## config.mk

```make
export PLATFORM = sky130hd
export DESIGN_NAME = bomb_controller
export DESIGN_NICKNAME = d
export VERILOG_FILES = /design/src/rtl/bomb_controller.sv
export SDC_FILE = /design/constraint.sdc
export NUM_CORES = 1
export LEC_CHECK = 0
export ABC_CLOCK_PERIOD_IN_PS = 4510
export CAP_MARGIN = 15
export CORE_MARGIN = 1
export CORE_UTILIZATION = 30
export DETAILED_ROUTE_END_ITERATION = 8
export PLACE_DENSITY_LB_ADDON = 0.1
export SLEW_MARGIN = 20
export SYNTH_ARGS = -nofsm -noshare
export SYNTH_HDL_FRONTEND = slang
export SYNTH_SLANG_ARGS = --single-unit
```

## constraint.sdc

```tcl
create_clock -name clk -period 4.51 [get_ports clk]
set_input_delay 0.902 -clock clk [delete_from_list [all_inputs] [get_ports clk]]
set_output_delay 0.902 -clock clk [all_outputs]
set_load 0.05 [all_outputs]
```

## src/rtl/bomb_controller.sv

```systemverilog
// bomb_controller: one-bomb drop/fuse/blast/cooldown sequencer feeding the VGA pixel compositor.
// Optional macro BOMB_REMOTE_DET_EN: a drop_req edge while armed detonates the bomb at once.
module bomb_controller #(
    parameter int FUSE_TICKS = 12,
    parameter int RAD_MIN    = 8,
    parameter int RAD_STEP   = 8,
    parameter int RAD_MAX    = 48,
    parameter int ARM_HALF_W = 10,
    parameter int COOL_TICKS = 4
) (
    input  logic       clk,
    input  logic       reset,
    input  logic       tick,
    input  logic       drop_req,
    input  logic [9:0] player_x,
    input  logic [9:0] player_y,
    output logic [9:0] bomb_x,
    output logic [9:0] bomb_y,
    output logic       bomb_active,
    output logic       blast_active,
    output logic [5:0] blast_radius,
    output logic [5:0] fuse_count,
    output logic [3:0] bomb_total,
    output logic       hit_player
);

    // state    | meaning
    // IDLE     | no bomb on screen, drop_req edge accepted
    // ARMED    | bomb placed, fuse counts down on tick
    // BLAST    | cross grows from RAD_MIN to RAD_MAX, hit test live
    // COOLDOWN | waiting out COOL_TICKS before the next drop
    typedef enum logic [1:0] {IDLE, ARMED, BLAST, COOLDOWN} state_t;

    localparam logic [5:0]  FUSE_INIT  = 6'(FUSE_TICKS);
    localparam logic [5:0]  RAD_MIN_V  = 6'(RAD_MIN);
    localparam logic [5:0]  RAD_MAX_V  = 6'(RAD_MAX);
    localparam logic [6:0]  RAD_STEP_V = 7'(RAD_STEP);
    localparam logic [5:0]  COOL_INIT  = 6'(COOL_TICKS);
    localparam logic [10:0] ARM_W      = 11'(ARM_HALF_W);

    state_t      state_q, state_d;
    logic        drop_req_q;
    logic [9:0]  bomb_x_q, bomb_x_d;
    logic [9:0]  bomb_y_q, bomb_y_d;
    logic [5:0]  fuse_q, fuse_d;
    logic [5:0]  rad_q, rad_d;
    logic [5:0]  cool_q, cool_d;
    logic [3:0]  total_q, total_d;
    logic        hit_q, hit_d;
    logic        bomb_active_q, bomb_active_d;
    logic        blast_active_q, blast_active_d;

    logic               drop_edge;
    logic               hit_now;
    logic signed [10:0] dx_s, dy_s;
    logic [10:0]        dx, dy, rad_w;
    logic [6:0]         rad_sum;
    logic [5:0]         rad_grow;

    assign drop_edge = drop_req & ~drop_req_q;

    // Distances are taken against the latched bomb centre, so they may exceed the screen.
    assign dx_s  = $signed({1'b0, player_x}) - $signed({1'b0, bomb_x_q});
    assign dy_s  = $signed({1'b0, player_y}) - $signed({1'b0, bomb_y_q});
    assign dx    = dx_s[10] ? $unsigned(-dx_s) : $unsigned(dx_s);
    assign dy    = dy_s[10] ? $unsigned(-dy_s) : $unsigned(dy_s);
    assign rad_w = {5'b0, rad_q};

    assign hit_now = ((dx <= rad_w) && (dy <= ARM_W)) || ((dy <= rad_w) && (dx <= ARM_W));

    assign rad_sum  = {1'b0, rad_q} + RAD_STEP_V;
    assign rad_grow = (rad_sum > {1'b0, RAD_MAX_V}) ? RAD_MAX_V : rad_sum[5:0];

    always_comb begin
        state_d  = state_q;
        bomb_x_d = bomb_x_q;
        bomb_y_d = bomb_y_q;
        fuse_d   = fuse_q;
        rad_d    = rad_q;
        cool_d   = cool_q;
        total_d  = total_q;
        hit_d    = hit_q;

        case (state_q)
            IDLE: begin
                if (drop_edge) begin
                    bomb_x_d = player_x;
                    bomb_y_d = player_y;
                    fuse_d   = FUSE_INIT;
                    total_d  = (total_q == 4'd15) ? total_q : total_q + 4'd1;
                    hit_d    = 1'b0;
                    state_d  = ARMED;
                end
            end
            ARMED: begin
`ifdef BOMB_REMOTE_DET_EN
                if (drop_edge) begin
                    fuse_d  = 6'd0;
                    rad_d   = RAD_MIN_V;
                    state_d = BLAST;
                end else
`endif
                if (tick) begin
                    if (fuse_q > 6'd1) begin
                        fuse_d = fuse_q - 6'd1;
                    end else begin
                        fuse_d  = 6'd0;
                        rad_d   = RAD_MIN_V;
                        state_d = BLAST;
                    end
                end
            end
            BLAST: begin
                if (hit_now) begin
                    hit_d = 1'b1;
                end
                if (tick) begin
                    if (rad_q < RAD_MAX_V) begin
                        rad_d = rad_grow;
                    end else begin
                        rad_d   = 6'd0;
                        cool_d  = COOL_INIT;
                        state_d = COOLDOWN;
                    end
                end
            end
            COOLDOWN: begin
                // A zero count leaves on the first tick, same as a count of one.
                if (tick) begin
                    if (cool_q <= 6'd1) begin
                        cool_d  = 6'd0;
                        state_d = IDLE;
                    end else begin
                        cool_d = cool_q - 6'd1;
                    end
                end
            end
            default: state_d = IDLE;
        endcase

        bomb_active_d  = (state_d == ARMED);
        blast_active_d = (state_d == BLAST);
    end

    always_ff @(posedge clk or posedge reset) begin
        if (reset) begin
            state_q        <= IDLE;
            drop_req_q     <= 1'b0;
            bomb_x_q       <= 10'd0;
            bomb_y_q       <= 10'd0;
            fuse_q         <= 6'd0;
            rad_q          <= 6'd0;
            cool_q         <= 6'd0;
            total_q        <= 4'd0;
            hit_q          <= 1'b0;
            bomb_active_q  <= 1'b0;
            blast_active_q <= 1'b0;
        end else begin
            state_q        <= state_d;
            drop_req_q     <= drop_req;
            bomb_x_q       <= bomb_x_d;
            bomb_y_q       <= bomb_y_d;
            fuse_q         <= fuse_d;
            rad_q          <= rad_d;
            cool_q         <= cool_d;
            total_q        <= total_d;
            hit_q          <= hit_d;
            bomb_active_q  <= bomb_active_d;
            blast_active_q <= blast_active_d;
        end
    end

    assign bomb_x       = bomb_x_q;
    assign bomb_y       = bomb_y_q;
    assign bomb_active  = bomb_active_q;
    assign blast_active = blast_active_q;
    assign blast_radius = rad_q;
    assign fuse_count   = fuse_q;
    assign bomb_total   = total_q;
    assign hit_player   = hit_q;

endmodule

```

Word level (Yosys, flattened, before mapping)
Index checks and enable logic that the tools add are counted.

storage, ports and cells
  register bits after elaboration = 48
  output and inout port bits = 39

cells by class
  bitwise logic cells = 3
  mux-type cells = 28
  magnitude comparators = 8
  equality and inequality tests = 13
  reduce and logical (&&, ||, !) cells = 14
  add/sub/neg operators = 8

operators with widths
  kind                                                   count
  two-way mux 6 bit                                      12
  case mux 6 bit (2 select lines)                        3
  <= comparator 11 x 4 -> 1 bit (second input constant)  2
  <= comparator 11 x 6 -> 1 bit                          2
  two-way mux 11 bit                                     2
  negator 11 bit                                         2
  subtractor 10 x 10 -> 11 bit                           2
  two-way mux 2 bit                                      7
  != test 2 bit (second input constant)                  7
  subtractor 6 x 1 -> 6 bit (second input constant)      2
  AND reduction 3 bit                                    3
  case mux 2 bit (4 select lines)                        1
  AND reduction 4 bit                                    2
  nonzero test 2 bit                                     4
  adder 6 x 4 -> 7 bit (second input constant)           1
  > comparator 7 x 6 -> 1 bit (second input constant)    1
  == test 2 bit (second input constant)                  3
  > comparator 6 x 1 -> 1 bit (second input constant)    1
  <= comparator 6 x 1 -> 1 bit (second input constant)   1
  < comparator 6 bit (second input constant)             1
  adder 4 x 1 -> 4 bit (second input constant)           1
  == test 2 x 1 -> 1 bit (second input constant)         2
  == test 4 bit (second input constant)                  1
  logical AND 1 bit                                      2
  other kinds (7)                                        9

Logic depth before layout (Yosys ltp)
  word-level depth = 8
  mapped depth = 18
  depth with buffers taken out = 17

Worst setup path after synthesis
Ideal clock, no wire load.

  path kind = in2reg
  from = in player_x[0]
  to = reg hit_q, in the netlist hit_player
  slack = 0.526 ns
  stages on the path = 13
  path buffers = 0
  required time = 4.409 ns
  setup time = 0.101 ns
  arrival = 3.883 ns
  path through = inv_1 ha_1 inv_1 fa_1 a211oi_2 nor2_2 xnor2_4 nand4_2 or4b_1 mux2_4 o32a_1 or4b_1 o32ai_1

on the way
  longest elaborated chain between the ends = 8
  elaborated cells between the ends (all ways) = 10
  those cells by class = 2 x add/sub; 2 x order compare; 1 x eq/ne; 1 x mux; 4 x reduce/logical

ends and longest elaborated chain
  what                                                                            RTL line  RTL
  start, declared                                                                 15        input logic [9:0] player_x,
  subtractor 10 x 10 -> 11 bit (*)                                                63        assign dx_s = $signed({1'b0, player_x}) - $signed({1'b0, bomb_x_q});
  negator 11 bit                                                                  65        assign dx = dx_s[10] ? $unsigned(-dx_s) : $unsigned(dx_s);
  two-way mux 11 bit (*)                                                          65
  <= comparator 11 x 6 -> 1 bit or <= comparator 11 x 4 -> 1 bit (tied branches)  69        assign hit_now = ((dx <= rad_w) && (dy <= ARM_W)) || ((dy <= rad_w) && (dx <= ARM_W));
  logical AND 1 bit                                                               69
  logical OR 1 bit (*)                                                            69
  != test 2 bit (no source line) (*)                                              -
  AND reduction 3 bit (no source line) (*)                                        -
  end signal, assigned                                                            167       hit_q <= hit_d;
  end, declared                                                                   49        logic hit_q, hit_d;

Mark *: on every way between the ends. The rest lies on a longest branch, timed or not.
A chain may end at the register's enable or synchronous reset.

Final worst setup path
Ends and elaborated chain as after synthesis.

==> results.toml <==
[sta]
fin_tns_setup_ns = 0
worst_pin_slew_ns = 0.853
skew_ns = 0.00529
max_clock_freq_mhz = 237
slew_violations = 0
hold_viol_final = 0
relSlewSlack_pct = 43.0
setup_viol = 0
rsz0062_at_grt = "no"
timing.final.crit_share_pct = 93.5
finalCriticalPeriod_ns = 4.22

[synthesis]
synthArstFlopShare_pct = 100
synthMuxAreaShare_pct = 2.99
synth_cell_types = 58
synthAdderAreaFrac_pct = 12.5
syn_area_sq_um = 3720
ys_warn_count = 0
syn_inst = 453
synth_edf_count = 0
ys_seq_area_share_pct = 30.2
synth.top_cell.area_share_pct = 30.2
synth-simple-area-share_pct = 19.0
ys_ff_latch = 45
synth_compound_area_share_pct = 22.2
synth_flop_cell = "dfrtp_1"
synth_area_leaders = "dfrtp_1 (30%), ha_1 (11%), o21ai_0 (6.4%)"
synth.largest_area_cell = "dfrtp_1"
yosys.area_share.xor_xnor_pct = 7.09
syn_area_per_cell_sq_um = 8.22
synth_top_family_by_area = "compound AO/OA/AOI/OAI gates"

[grt]
grt_pass1_vias = 3321
grt_pass1_wl_microns = 15700
grt_max_degree = 46
grt_overflow = 0
grt.total_usage_pct = 15.2
antenna_found_initial = 0

[floorplan]
row_count = 40
dieArea_sq_um = 12900
fp.dieH_microns = 113
die_w_microns = 113
core_area_sq_um = 12100
io_pins = 63
start_util_pct = 30.9

[drt]
post-route-drc-count = 0
route.top_layer_used = "met4"
drt_iter0_drc = 57
firstDrtPassIters = 4
wl_met1_microns = 4280
via_count = 3383
wirelength_microns = 8990
detail_route.wl_per_cell_microns = 12.9
dr_wl_met2_microns = 4300
viasPerCell = 4.86
drtAntennaViolNets = 0
met3WireLength_microns = 286

[worst_setup_path]
rrSetupSlack_ns = 0.99
cp.arrival_ns = 4.43
r2r-start = "bomb_x[0]$_DFFE_PP0P_"
reg2reg_to = "hit_player$_DFFE_PP0P_"
required_ns = 4.72
worst_setup_path_end_kind = "flip-flop"
critPathLaunchType = "input port"
reg2reg_depth = 12
crit_fanout = 3
crit_type = "in -> reg"

[placed_design]
dp_cells = 688
dp_hpwl_microns = 6730
gp_congestion = 0.784
portBuffers = 59

[worst_hold_path]
hold_start = "cool_q[4]$_DFFE_PP0P_"
hold_end = "cool_q[4]$_DFFE_PP0P_"
min_path_cells = 1
hold_class = "reg -> reg"

[clocking]
cts_tree = "yes"
cts_root_buf = "clkbuf_16"
hold_buffers = 0
h-tree-depth = 2
post_cts_buffers = 0
cts_resized = 0
ctsLongestPathBuffers = 2
path_clk_slew_ns = 0.07
clk_latency_ns = 0.31
numCtsBuffers = 5
clkSinkCount = 45

[layout]
instances_no_fill = 696
area_growth_pct = 28.6
drive_gt1_share_pct = 7.58
layout.nets = 587
layout_commonest_cell = "clkdlybuf4s50_1"
layout_common_cells = "clkdlybuf4s50_1 (59), o21ai_0 (48), dfrtp_1 (45)"
diodes = 0

[status]
status = "complete, no violations"

[job]
maxCapViolations = 0
-- metal layers --
metal	vias up	global-route usage [%]
li1	1752	-
met1	1575	18.8
met4	0	4.47
met5	-	0
met3	10	3.83
met2	46	26.2
-- worst max-delay path, cell delays in order --
cell and delay [ns]:
clkdlybuf4s50_1 0.42, inv_1 0.07, ha_1 0.15, inv_1 0.05, fa_1 0.41, a211oi_2 0.26
nor2_2 0.11, xnor2_4 0.16, nand4_2 0.12, or4b_1 0.57, mux2_4 0.27, o32a_1 0.17
or4b_1 0.52, o32ai_1 0.26
-- layout make-up --
| type | instances | area (sq um) |
|---|---|---|
| clock buffers | 6 | 139 |
| flip-flops and latches | 45 | 1130 |
| clock inverters | 2 | 37.5 |
| repair buffers | 76 | 718 |
| fillers | 1286 | 7270 |
| multi-input cells | 354 | 2390 |
| inverters | 45 | 170 |
| well taps | 168 | 210 |
-- flip-flops by register name, summed over array words and instances (netlist names) --
name / cells
blast_active: 1
blast_radius: 3
bomb_active: 1
bomb_total: 4
bomb_x: 10
bomb_y: 10
cool_q: 6
drop_req_q: 1
fuse_count: 6
hit_player: 1
state_q: 2
-- worst max path at each step --
stage	from	endpoint	slack (ns)	cells after the start
6_report	player_x[0]	hit_player$_DFFE_PP0P_	0.29	14
3_3_place_gp	player_x[0]	hit_player$_DFFE_PP0P_	0.03	14
5_1_grt	player_x[0]	hit_player$_DFFE_PP0P_	0.1	18
3_5_place_dp	player_x[0]	hit_player$_DFFE_PP0P_	-0.04	14
2_1_floorplan	player_x[0]	hit_player$_DFFE_PP0P_	0.53	13
4_1_cts	player_x[0]	hit_player$_DFFE_PP0P_	0.29	14
-- logic make-up after synthesis --
| logic type | after synthesis |
|---|---|
| AND/OR/NAND/NOR | 146 |
| AO/OA/AOI/OAI | 131 |
| buffers and inverters | 56 |
| flip-flops | 45 |
| adder cells (fa/ha/maj) | 36 |
| XOR/XNOR | 28 |
| multiplexers | 10 |
| other | 1 |
-- synthesized netlist by cell type (5+ instances only) --
| library cell | number |
|---|---|
| nand2b_1 | 7 |
| mux2_2 | 5 |
| nor3b_1 | 6 |
| a21oi_1 | 31 |
| ha_1 | 34 |
| nor2_1 | 40 |
| and3_1 | 5 |
| nand3_1 | 6 |
| o31ai_1 | 5 |
| xnor2_1 | 17 |
| o21ai_0 | 48 |
| nor3_1 | 15 |
| nand2_1 | 41 |
| or3_1 | 9 |
| o211ai_1 | 6 |
| inv_1 | 45 |
| xor2_1 | 10 |
| dfrtp_1 | 45 |
| clkbuf_1 | 8 |
-- through the flow --
| step | instance area [sq um] | setup slack, ns | util, % | hold WS, ns |
|---|---|---|---|---|
| after floorplan | 3730 | 0.526 | - | 0.463 |
| after global placement | 4610 | 0.0261 | 38.2 | 0.492 |
| after detailed placement | 4610 | -0.0424 | 38.2 | 0.495 |
| after CTS | 4790 | 0.286 | 39.7 | 0.515 |
| after global routing | 4790 | 0.100 | 39.7 | 0.553 |
| final | 4790 | 0.291 | 39.7 | 0.507 |
Power is not shown: default switching activity piles up to over one toggle a cycle in this logic, so the estimate is an artifact.
